**src/rtl/pin_pkg.sv**
```systemverilog
// Shared definitions for the PIN entry collector and the PIN/code comparator:
// keypad codes, collector state encoding and the BCD nibble width.
package pin_pkg;

    localparam int NIB_W = 4;

    localparam logic [3:0] KEY_CLEAR = 4'hA;
    localparam logic [3:0] KEY_BKSP  = 4'hB;
    localparam logic [3:0] KEY_ENTER = 4'hC;

    typedef enum logic [1:0] {
        ST_IDLE    = 2'd0,
        ST_ENTRY   = 2'd1,
        ST_PRESENT = 2'd2
    } pin_state_t;

    function automatic logic is_digit(input logic [3:0] code);
        return code <= 4'd9;
    endfunction

endpackage

```
**src/rtl/pin_idle_timer.sv**
```systemverilog
// Inactivity counter: counts while enabled, restarts on i_clr, and flags
// o_tc during the cycle it sits at TIMEOUT_CYC-1.
module pin_idle_timer #(
    parameter int TIMEOUT_CYC = 50000000
) (
    input  logic clk,
    input  logic rst_n,
    input  logic i_clr,
    input  logic i_en,
    output logic o_tc
);

    localparam int CW = $clog2(TIMEOUT_CYC);
    localparam logic [CW-1:0] TC_VAL = CW'(TIMEOUT_CYC - 1);

    logic [CW-1:0] r_cnt;

    assign o_tc = i_en && (r_cnt == TC_VAL);

    always_ff @(posedge clk or negedge rst_n) begin
        if (!rst_n)
            r_cnt <= '0;
        else if (!i_en || i_clr || o_tc)
            r_cnt <= '0;
        else
            r_cnt <= r_cnt + 1'b1;
    end

endmodule

```
**src/rtl/pin_entry_collector.sv**
```systemverilog
// Assembles keypad digits into a packed BCD PIN and holds it until acknowledged.
// Build option: define BACKSPACE_EN to give 0xB a backspace meaning in ENTRY.
module pin_entry_collector
    import pin_pkg::*;
#(
    parameter int N_DIGITS    = 4,
    parameter int TIMEOUT_CYC = 50000000
) (
    input  logic                      clk,
    input  logic                      rst_n,
    input  logic                      key_valid,
    input  logic [3:0]                key_code,
    output logic                      key_ready,
    output logic [NIB_W*N_DIGITS-1:0] pin_out,
    output logic                      pin_valid,
    input  logic                      pin_ack,
    output logic [3:0]                digit_count,
    output logic                      key_err,
    output logic                      timeout
);

    localparam int         PW   = NIB_W * N_DIGITS;
    localparam logic [3:0] NCNT = 4'(N_DIGITS);

    pin_state_t      r_state;
    logic [PW-1:0]   r_pin;
    logic [3:0]      r_count;
    logic            r_key_ready;
    logic            r_pin_valid;
    logic            r_key_err;
    logic            r_timeout;
    logic            w_accept;
    logic            w_tc;
    logic            w_digit;

    assign w_accept = key_valid && r_key_ready;
    assign w_digit  = is_digit(key_code);

    pin_idle_timer #(.TIMEOUT_CYC(TIMEOUT_CYC)) u_idle_timer (
        .clk   (clk),
        .rst_n (rst_n),
        .i_clr (w_accept),
        .i_en  (r_state == ST_ENTRY),
        .o_tc  (w_tc)
    );

    always_ff @(posedge clk or negedge rst_n) begin
        if (!rst_n) begin
            r_state     <= ST_IDLE;
            r_pin       <= '0;
            r_count     <= '0;
            r_key_ready <= 1'b0;
            r_pin_valid <= 1'b0;
            r_key_err   <= 1'b0;
            r_timeout   <= 1'b0;
        end else begin
            r_key_err   <= 1'b0;
            r_timeout   <= 1'b0;
            r_key_ready <= 1'b1;
            case (r_state)
                ST_IDLE: begin
                    if (w_accept) begin
                        if (w_digit) begin
                            r_pin             <= '0;
                            r_pin[PW-1 -: 4]  <= key_code;
                            r_count           <= 4'd1;
                            r_state           <= ST_ENTRY;
                        end else if (key_code != KEY_CLEAR) begin
                            r_key_err <= 1'b1;
                        end
                    end
                end
                ST_ENTRY: begin
                    // Expiry beats any event offered in the same cycle.
                    if (w_tc) begin
                        r_timeout <= 1'b1;
                        r_pin     <= '0;
                        r_count   <= '0;
                        r_state   <= ST_IDLE;
                    end else if (w_accept) begin
                        if (w_digit) begin
                            if (r_count < NCNT) begin
                                for (int i = 0; i < N_DIGITS; i++)
                                    if (4'(i) == r_count)
                                        r_pin[NIB_W*(N_DIGITS-1-i) +: NIB_W] <= key_code;
                                r_count <= r_count + 4'd1;
                            end else begin
                                r_key_err <= 1'b1;
                            end
                        end else if (key_code == KEY_CLEAR) begin
                            r_pin   <= '0;
                            r_count <= '0;
                            r_state <= ST_IDLE;
                        end else if (key_code == KEY_ENTER) begin
                            if (r_count == NCNT) begin
                                r_state     <= ST_PRESENT;
                                r_pin_valid <= 1'b1;
                                r_key_ready <= 1'b0;
                            end else begin
                                r_key_err <= 1'b1;
                            end
`ifdef BACKSPACE_EN
                        end else if (key_code == KEY_BKSP) begin
                            for (int i = 0; i < N_DIGITS; i++)
                                if (4'(i) == r_count - 4'd1)
                                    r_pin[NIB_W*(N_DIGITS-1-i) +: NIB_W] <= '0;
                            r_count <= r_count - 4'd1;
                            if (r_count == 4'd1)
                                r_state <= ST_IDLE;
`endif
                        end else begin
                            r_key_err <= 1'b1;
                        end
                    end
                end
                ST_PRESENT: begin
                    if (pin_ack) begin
                        r_pin_valid <= 1'b0;
                        r_pin       <= '0;
                        r_count     <= '0;
                        r_state     <= ST_IDLE;
                    end else begin
                        r_key_ready <= 1'b0;
                    end
                end
                default: begin
                    r_pin   <= '0;
                    r_count <= '0;
                    r_state <= ST_IDLE;
                end
            endcase
        end
    end

    assign key_ready   = r_key_ready;
    assign pin_out     = r_pin;
    assign pin_valid   = r_pin_valid;
    assign digit_count = r_count;
    assign key_err     = r_key_err;
    assign timeout     = r_timeout;

endmodule
```
**config.mk**
```make
export PLATFORM = sky130hd
export DESIGN_NAME = pin_entry_collector
export DESIGN_NICKNAME = d
export VERILOG_FILES = /design/src/rtl/pin_pkg.sv /design/src/rtl/pin_idle_timer.sv /design/src/rtl/pin_entry_collector.sv
export SDC_FILE = /design/constraint.sdc
export NUM_CORES = 1
export LEC_CHECK = 0
export ABC_AREA = 1
export BUFFER_PORTS_ARGS = -buffer_cell sky130_fd_sc_hd__buf_2
export CAP_MARGIN = 10
export CORE_ASPECT_RATIO = 0.6
export CORE_MARGIN = 10
export CORE_UTILIZATION = 30
export DETAILED_ROUTE_END_ITERATION = 10
export PLACE_DENSITY = 0.43
export SYNTH_ARGS = -nofsm -noshare
export SYNTH_HDL_FRONTEND = slang
export SYNTH_SLANG_ARGS = --single-unit
```
**constraint.sdc**
```tcl
create_clock -name clk -period 2.4 [get_ports clk]
set_clock_uncertainty 0.1 [all_clocks]
set_input_delay 0.36 -clock clk [delete_from_list [all_inputs] [get_ports clk]]
set_output_delay 0.36 -clock clk [all_outputs]
set_load 0.02 [all_outputs]
```
# Word-level counts from Yosys, hierarchy flattened
# Index checks and enable logic that the tools add are counted.
dict set report classes {
  addsub 2
  mul 0
  div 0
  magnitude_cmp 2
  eq_ne 29
  shifts 0
  n_mux 60
  bitwise_logic 0
  reduce_logical 15
}
# op n
set ops {}
lappend ops {{16-bit 2-to-1 mux} 8}
lappend ops {{4-bit 2-to-1 mux} 12}
lappend ops {{16-bit case mux with 3 select lines} 1}
lappend ops {{4-bit != test, second input constant} 9}
lappend ops {{7-bit AND reduction} 5}
lappend ops {{26-bit by 1-bit adder with 26-bit output, second input constant} 1}
lappend ops {{26-bit == test, second input constant} 1}
lappend ops {{26-bit 2-to-1 mux} 1}
lappend ops {{1-bit 2-to-1 mux} 24}
lappend ops {{2-bit 2-to-1 mux} 9}
lappend ops {{2-bit != test, second input constant} 7}
lappend ops {{4-bit case mux with 3 select lines} 1}
lappend ops {{2-bit by 4-bit == test with 1-bit output, first input constant} 2}
lappend ops {{4-bit == test, second input constant} 2}
lappend ops {{8-bit AND reduction} 1}
lappend ops {{1-bit case mux with 2 select lines} 3}
lappend ops {{2-bit case mux with 3 select lines} 1}
lappend ops {{6-bit AND reduction} 1}
lappend ops {{4-bit by 1-bit adder with 4-bit output, second input constant} 1}
lappend ops {{1-bit by 4-bit == test with 1-bit output, first input constant} 1}
lappend ops {{4-bit by 3-bit == test with 1-bit output, second input constant} 1}
lappend ops {{4-bit less-or-equal comparator, second input constant} 1}
lappend ops {{4-bit logical NOT} 1}
lappend ops {{4-bit by 3-bit less-than comparator with 1-bit output, second input constant} 1}
lappend ops {{10 further kinds} 13}
dict set report word_totals {
  regBits 52
  latch_bits 0
  ramBits 0
  mem_bits_ro 0
  word_cells 119
  n_memories 0
}

# Depth between registers and ports, before layout
# Gate-level depths: netlist of the first run.
dict set report depth {
  depth_word 8
  depth_mapped 12
}

# Modules after synthesis
# From an unflattened synthesis of the first run, not the netlist that was laid out.
dict set report hier_totals {
  hier_cells 461
  hier_area_um2 3320.7
}
# module instances cells_each area_per_inst_um2
set by_module_without_submodules {}
lappend by_module_without_submodules {pin_entry_collector 1 213 1677.9}
lappend by_module_without_submodules {pin_idle_timer 1 248 1642.8}

# Least setup slack after synthesis of the first run
# No wires, ideal clock.
dict set report synth_timing {
  path_kind {reg-to-reg}
  start {reg u_idle_timer.r_cnt[0]}
  end {reg r_count[2], in the netlist digit_count[2]}
  setup_time_ns 0.118
  arrival_ns 1.470
  path_slack_ns 0.712
  path_stages_with_launch 13
  path_buffers 1
  synth_period_minus_slack_ns 1.688
  cell_sequence {dfrtp_1 ha_1 nand3_1 inv_2 nand2_1 nor2_2 nand2_2 nand3_2 nand2_2 clkinv_2 buf_6 nand3_1 nand2_1}
}
dict set report synth_between {
  elab_chain_cells 4
  elab_cells_between_ends 8
  classes_between {4 x eq/ne; 2 x mux; 2 x reduce/logical}
}
# item line_no
set synth_rtl {}
lappend synth_rtl {{start: declaration} pin_idle_timer.sv:16} ;# logic [CW-1:0] r_cnt;
lappend synth_rtl {{start signal: assignment} pin_idle_timer.sv:26} ;# r_cnt <= r_cnt + 1'b1;
lappend synth_rtl {{26-bit == test (*)} pin_idle_timer.sv:18} ;# assign o_tc = i_en && (r_cnt == TC_VAL);
lappend synth_rtl {{1-bit logical AND (*)} pin_idle_timer.sv:18}
lappend synth_rtl {{4-bit != test (no line) (tied with other cells)} n/a}
lappend synth_rtl {{6-bit AND reduction (no line) or 4-bit case mux with 3 select lines (tied branches)} n/a}
lappend synth_rtl {{end signal: assignment} pin_entry_collector.sv:86} ;# r_count <= r_count + 4'd1;
lappend synth_rtl {{end: declaration} pin_entry_collector.sv:27} ;# logic [3:0] r_count;
# Mark *: on every way between the ends. The rest lies on a longest branch, timed or not.
# A chain may end at the register's enable or synchronous reset.

# Worst setup path after layout of the first run
dict set report layout_timing {
  start {reg u_idle_timer.r_cnt[0]}
  end {reg u_idle_timer.r_cnt[24]}
}
dict set report layout_between {
  elab_chain_cells 4
  elab_cells_between_ends 5
  classes_between {1 x add/sub; 1 x eq/ne; 1 x mux; 2 x reduce/logical}
}
# item line_no
set layout_rtl {}
lappend layout_rtl {{parallel branches: the longest is 3 deep, another holds 26-bit by 1-bit adder with 26-bit output} n/a}
lappend layout_rtl {{26-bit 2-to-1 mux (*)} pin_idle_timer.sv:23} ;# else if (!i_en || i_clr || o_tc)
# Every way passes the cells marked *.

==> impl_metrics.toml, run 1 <==
[placed_design]
dp_slack_ns = 0.3932
gp_congestion = 0.8473
io_buffer_count = 31
dp_hpwl_mm = 6.640

[floorplan]
die_h_um = 97.26
ios = 32
fp-row-count = 28
start_util_pct = 30.53
die_area_sq_um = 14470
coreArea_sq_um = 9774
die_x_um = 148.8

[synthesis]
ys_seq_elements = 52
synth_nets = 410
synth.area.top_cells = "dfrtp_1, nand2_1, nand3_1, nor2_1, inv_1"
syn_area_sq_um = 2984
yosys.cell_types.count = 32
synth_top_area_share_pct = 43.61
ys_seq_area_share_pct = 43.61
syn-instance-count = 394
avgSynthCellArea_sq_um = 7.574
ys_warn_count = 0
yosys.area.top_type = "dfrtp_1"

[clock_tree]
cts_buffers = 5
cts.sinks = 52
clock_path_buffers = 2
h-tree-depth = 2
clockRootBuffer = "clkbuf_16"
post-cts-setup-buffers = 0
cts_tree = "built"
clock_latency_ns = 0.30
clkTransAtPathRegs_ns = 0.07

[sta]
period_needed_ns = 2.037
layout_setup_ws_ns = 0.3630
relSlewSlack_pct = 62.51
hold_violations = 0
fin_tns_setup_ns = 0
drv_slew = 0
worst_pin_slew_ns = 0.5623
post-route-period-util_pct = 84.87
setup_viol = 0
fmaxAchievable_mhz = 490.9
rsz0062_at_grt = "false"

[routing]
routedWlPerCell_um = 14.69
drt.antenna.violating_nets = 0
first_pass_iters = 4
vias = 2586
via_per_inst = 4.545
drtIter0Drc = 166
drc = 0
wl_mm = 8.361

[power_and_ir_drop]
p_int_mw = 1.908
p_leak_nw = 1.679
p_comb_share_pct = 42.3
ir_worst_vdd_mv = 0.4558
power_mw = 3.328
p_per_area_nw_per_um2 = 955.6
swShare_pct = 42.66
switchingPower_mw = 1.419
pwr-share-clk_pct = 22.2
power_frac_seq_pct = 35.5

[flow_run]
drv_cap = 0

[layout]
utilization_pct = 35.62
nets = 449
num-fill-cells = 1033
antenna_cells = 0
synthToLayoutAreaGrowth_pct = 16.69
drive_gt1_share_pct = 15.90

[worst_setup_path]
cp.arrival_ns = 2.16
start_kind = "flip-flop"
required_ns = 2.52
cp-end-kind = "flip-flop"
worst-path-max-fanout = 10
r2r_cells = 11
worst-setup-path-type = "flip-flop to flip-flop"

[global_routing]
overflow = 0
antenna_found_initial = 0
grt_max_degree = 31
grt_pass1_wl_mm = 13.76
grt_usage_pct = 11.94
grt_pass1_vias = 2441

[worst_hold_path]
min_path_type = "input port to flip-flop"
hold_depth = 3

[status]
status = "completed"
layer usage:
metal  vias up  wire [um]  GRT usage [%]
li1       1346          -              -
met3         6        536          3.628
met5         -          0              0
met4         0         74          2.479
met2        72       2648          12.80
met1      1162       5101          20.54
power groups by stage:
stage                     registers (mW)  clock network (mW)  logic [mW]
final                               1.18               0.739        1.41
after detailed placement            1.19                   0        1.41
after global routing                1.21               0.807        1.58
after global placement              1.19                   0        1.40
after CTS                           1.18               0.757        1.42
after floorplan                     1.39                   0       0.760
cells in the mapped netlist (all sizes together):
library cell  instances
a211oi                1
a21oi                13
a31oi                 1
and3                  2
buf                   5
clkbuf                1
clkinv                1
dfrtp                52
ha                    8
inv                  46
nand2               106
nand3                48
nand3b                1
nand4                14
nor2                 57
nor3                 11
nor3b                 1
nor4                  1
o211ai                1
o21ai                10
o31ai                 1
xnor2                 5
xor2                  8
layout by cell type (no fill, tap or decap):
master         count
a31oi_1            1
nand4_1           14
clkbuf_16          5
a21oi_1           10
nand3_2            4
ha_1               8
a211oi_1           1
o31ai_2            1
inv_2              5
nor3b_1            1
nor3_1             9
clkinv_2           3
nor3_2             2
nor2_2             5
xnor2_1            5
dfrtp_1           52
xor2_1             8
clkbuf_8           1
nand2_1          104
nor4_1             1
inv_1             41
and3_1             2
dlygate4sd3_1      1
buf_2             31
nand2_2            2
o211ai_2           1
nand3b_1           1
nand3_1           44
o21ai_1            2
a21oi_4            1
o21ai_0            8
buf_4              5
nor2_1            52
buf_12             1
a21oi_2            2
path summary, 6_finish.rpt:
| path | endpoint | slack (ns) | from |
|---|---|---|---|
| setup / recovery | u_idle_timer.r_cnt[24] | 0.36 | u_idle_timer.r_cnt[0] |
| hold / removal | key_ready | 0.26 | pin_ack |
| setup reg to reg | u_idle_timer.r_cnt[24] | 0.36 | u_idle_timer.r_cnt[0] |
| hold reg to reg | u_idle_timer.r_cnt[0] | 0.35 | u_idle_timer.r_cnt[0] |
| max in group asynchronous | pin_out[7] | 1.15 | rst_n |
| min in group asynchronous | u_idle_timer.r_cnt[23] | 0.49 | rst_n |
kinds of logic (layout without fill, tap and decap cells):
logic type	count (synthesis)	after routing	share of synthesized area (%)
AND/OR/NAND/NOR	241	241	36.06
buffers and inverters	53	93	7.379
flip-flops	52	52	43.61
AO/OA/AOI/OAI	27	27	5.787
XOR/XNOR	13	13	3.816
adder cells (fa/ha/maj)	8	8	3.354
worst max-delay path: stages (launching register included):
cell and delay, ns:
dfrtp_1 0.39, ha_1 0.23, nand3_1 0.19, inv_2 0.06
nand2_1 0.08, nor2_2 0.05, nand2_2 0.12, nand3_2 0.11
buf_4 0.20, inv_1 0.19, o21ai_0 0.13, nor2_1 0.12
through the flow:
stage	area, sq um	hold slack (ns)	instances
final	3482	0.2571	569
after global routing	3482	0.2894	569
after CTS	3482	0.2511	569
after detailed placement	3323	0.2935	560
after global placement	3323	0.2917	560
after floorplan	2984	-0.03559	394
timing repair:
| item | CTS | global route |
|---|---|---|
| resized for setup | 0 | 0 |
| endpoints found under the hold margin | 22 | 0 |
| hold buffers | 1 | 0 |
sequential cells by signal, summed over array words and instances (netlist names):
signal,flops
key_ready,1
r_state,2
pin_valid,1
timeout,1
digit_count,4
key_err,1
pin_out,16
u_idle_timer.r_cnt,26
final cells by class:
class                   instances  area, sq um  area share, %
multi-input cells             289         1463          42.00
flip-flops and latches         52         1301          37.37
repair buffers                 38        222.7          6.396
inverters                      47        177.7          5.102
well taps                     135        168.9          4.851
clock buffers                   6        138.9          3.988
clock inverters                 2        10.01         0.2875
Power figures use the tool's default switching activity.
==> inputs of run 2 (changes only) <==
--- a/config.mk
+++ b/config.mk
@@ -5,14 +5,14 @@
 export SDC_FILE = /design/constraint.sdc
 export NUM_CORES = 1
 export LEC_CHECK = 0
-export ABC_AREA = 1
+export ABC_AREA = 0
 export BUFFER_PORTS_ARGS = -buffer_cell sky130_fd_sc_hd__buf_2
 export CAP_MARGIN = 10
 export CORE_ASPECT_RATIO = 0.6
 export CORE_MARGIN = 10
 export CORE_UTILIZATION = 30
 export DETAILED_ROUTE_END_ITERATION = 10
-export PLACE_DENSITY = 0.43
+export PLACE_DENSITY = 0.45
 export SYNTH_ARGS = -nofsm -noshare
 export SYNTH_HDL_FRONTEND = slang
 export SYNTH_SLANG_ARGS = --single-unit
==> constraint.sdc (replaced) <==
create_clock -name clk -period 1.72 [get_ports clk]
set_clock_uncertainty 0.1 [all_clocks]
set_input_delay 0.258 -clock clk [delete_from_list [all_inputs] [get_ports clk]]
set_output_delay 0.258 -clock clk [all_outputs]
set_load 0.02 [all_outputs]
==> run 2 against run 1 <==
Compared with the run above: the flow now finishes with violations (negative setup slack); highest routed layer unchanged; global-route usage rose by 0.27 points; power up 64%; critical endpoint is now pin_out[15]; combinational power grew 80%; final cell count decreased by 9.7%.
==> impl_metrics.toml, run 2 <==
[power_and_ir_drop]
power_frac_seq_pct = 26.5
power_mw = 5.453
swShare_pct = 34.01
switchingPower_mw = 1.855
p_leak_nw = 2.092
p_comb_share_pct = 46.6
p_per_area_nw_per_um2 = 1222
ir_worst_vdd_mv = 0.7391
p_int_mw = 3.599
pwr-share-clk_pct = 26.9

[floorplan]
die_area_sq_um = 13800
die_x_um = 145.1
die_h_um = 95.07
start_util_pct = 30.78
ios = 32
fp-row-count = 27
coreArea_sq_um = 9155

[worst_setup_path]
required_ns = 1.80
rrSetupSlack_ns = -0.21
worst-setup-path-type = "flip-flop to flip-flop"
r2r_cells = 6
r2r-end = "pin_out[15]"
worstSetupStartpoint = "u_idle_timer.r_cnt[20]"
cp-end-kind = "flip-flop"
cp-endpoint = "pin_out[15]"
worst-path-max-fanout = 4
cp.arrival_ns = 2.01
start_kind = "flip-flop"
regToRegStartpoint = "u_idle_timer.r_cnt[20]"

[sta]
whs_ns = 0.2192
worst_pin_slew_ns = 0.3943
hold_violations = 0
fin_tns_setup_ns = -7.701
fmaxAchievable_mhz = 519.3
period_needed_ns = 1.926
setup_viol = 49
drv_slew = 0
post-route-period-util_pct = 112.0
rsz0062_at_grt = "true"
relSlewSlack_pct = 73.71
layout_setup_ws_ns = -0.2058

[clock_tree]
clock_latency_ns = 0.30
clock_path_buffers = 2
cts.sinks = 52
clockRootBuffer = "clkbuf_16"
clkTransAtPathRegs_ns = 0.07
h-tree-depth = 2
cts_tree = "built"
cts_buffers = 5

[layout]
top_register = "u_idle_timer.r_cnt"
largest_reg_flops = 26
final_common_cell = "buf_4"
antenna_cells = 0
layout_common_cells = "buf_4, dfrtp_1, buf_2"
synthToLayoutAreaGrowth_pct = 58.44
drive_gt1_share_pct = 50.52
design_area_sq_um = 4464
stdcell_count = 514
utilization_pct = 48.76
num-fill-cells = 836
nets = 399

[synthesis]
ys_warn_count = 0
synth_top_area_share_pct = 46.18
synthSimpleGateAreaFrac_pct = 24.25
synth_compound_area_share_pct = 13.90
ys.flop_type = "dfrtp_1"
synth.most_common_cell = "dfrtp_1"
yosys.area.top_type = "dfrtp_1"
syn-instance-count = 263
synth_common_cells = "dfrtp_1, nor2_1, xor2_1, nand2_1, nand3_1"
synth_top_family_by_area = "simple AND/OR/NAND/NOR gates"
synth_edf_count = 0
async_reset_ff_share_pct = 100.0
synth-xor-area-share_pct = 7.460
synth-adder-area-share_pct = 3.552
yosys.cell_types.count = 55
synth_nets = 279
muxShareOfSynthArea_pct = 1.599
avgSynthCellArea_sq_um = 10.71
ys_seq_elements = 52
syn_area_sq_um = 2818
synth.area.top_cells = "dfrtp_1, xor2_1, nor2_1, a32o_1, ha_1"
ys_seq_area_share_pct = 46.18

[placed_design]
place_inst = 492
gp_congestion = 0.7735
dp_slack_ns = -0.2445
placed_area_sq_um = 3781
io_buffer_count = 31
dp_hpwl_mm = 6.059

[global_routing]
grt_max_degree = 21
grt_pass1_vias = 2469
overflow = 0
antenna_found_initial = 0
grt_usage_pct = 12.21
grt_pass1_wl_mm = 13.57

[routing]
drc = 0
routedWlPerCell_um = 16.48
via_per_inst = 4.792
wl_mm = 8.472
first_pass_iters = 4
vias = 2463
drt.antenna.violating_nets = 0
drtIter0Drc = 135

[status]
status = "complete, but fails checks"
failed_checks = "negative setup slack"

[flow_run]
drv_cap = 0

[worst_hold_path]
min_path_type = "input port to flip-flop"
==> run 2: power groups by stage <==
stage	logic, mW	clock network (mW)	registers, mW
after floorplan	0.898	0	1.60
final	2.54	1.47	1.45
after global placement	1.79	0	1.46
after CTS	2.04	1.50	1.44
after detailed placement	1.78	0	1.46
after global routing	2.74	1.55	1.46
==> run 2: worst min-delay path by stage <==
stage | from | endpoint | slack (ns) | cells past startpoint
6_report | pin_ack | pin_valid | 0.22 | 4
5_1_grt | pin_ack | key_ready | 0.24 | 4
4_1_cts | pin_ack | key_ready | 0.17 | 4
3_5_place_dp | rst_n | u_idle_timer.r_cnt[20] | 0.11 | 1
3_3_place_gp | rst_n | u_idle_timer.r_cnt[20] | 0.11 | 1
2_1_floorplan | rst_n | digit_count[0] | -0.14 | 0
==> run 2: kinds of logic (layout without fill, tap and decap cells) <==
family,after synthesis,count (layout)
compound gates,48,48
xor+xnor,24,24
fa+ha+maj,8,8
buf+inv,17,138
flops,52,52
mux,4,4
simple gates,110,110
==> run 2: final cells by class <==
type	instances	area (sq um)	share of cell area (%)
clock buffer	5	125.1	2.803
clock inverter	3	90.09	2.018
inverter	7	26.28	0.5886
multi-input combinational	194	1734	38.85
sequential	52	1303	29.18
tap	130	162.7	3.643
timing repair buffer	123	1023	22.93
==> run 2: what timing repair did <==
item                                    CTS  global route
hold buffers                              1             0
hold endpoints to repair                 14             0
gates cloned                              2             1
setup buffers                             6             6
endpoints found under the setup margin   51            52
resized for setup                        13            62
pin swaps                                10            28
==> run 2: worst max-delay path, cell delays in order, from the launching register on <==
cell	delay (ns)
dfrtp_1	0.39
and4_4	0.20
and2_4	0.16
a31o_4	0.26
buf_4	0.14
o21ai_4	0.22
mux2_4	0.33
==> run 2: metal layers <==
layer  global-route usage (%)  up-vias  share of wire (%)
met5                        0        -                  0
met4                    3.350        0                1.1
met3                    2.931        8                5.7
met2                    15.83       57                 39
met1                    19.06     1215                 54
li1                         -     1183                  -
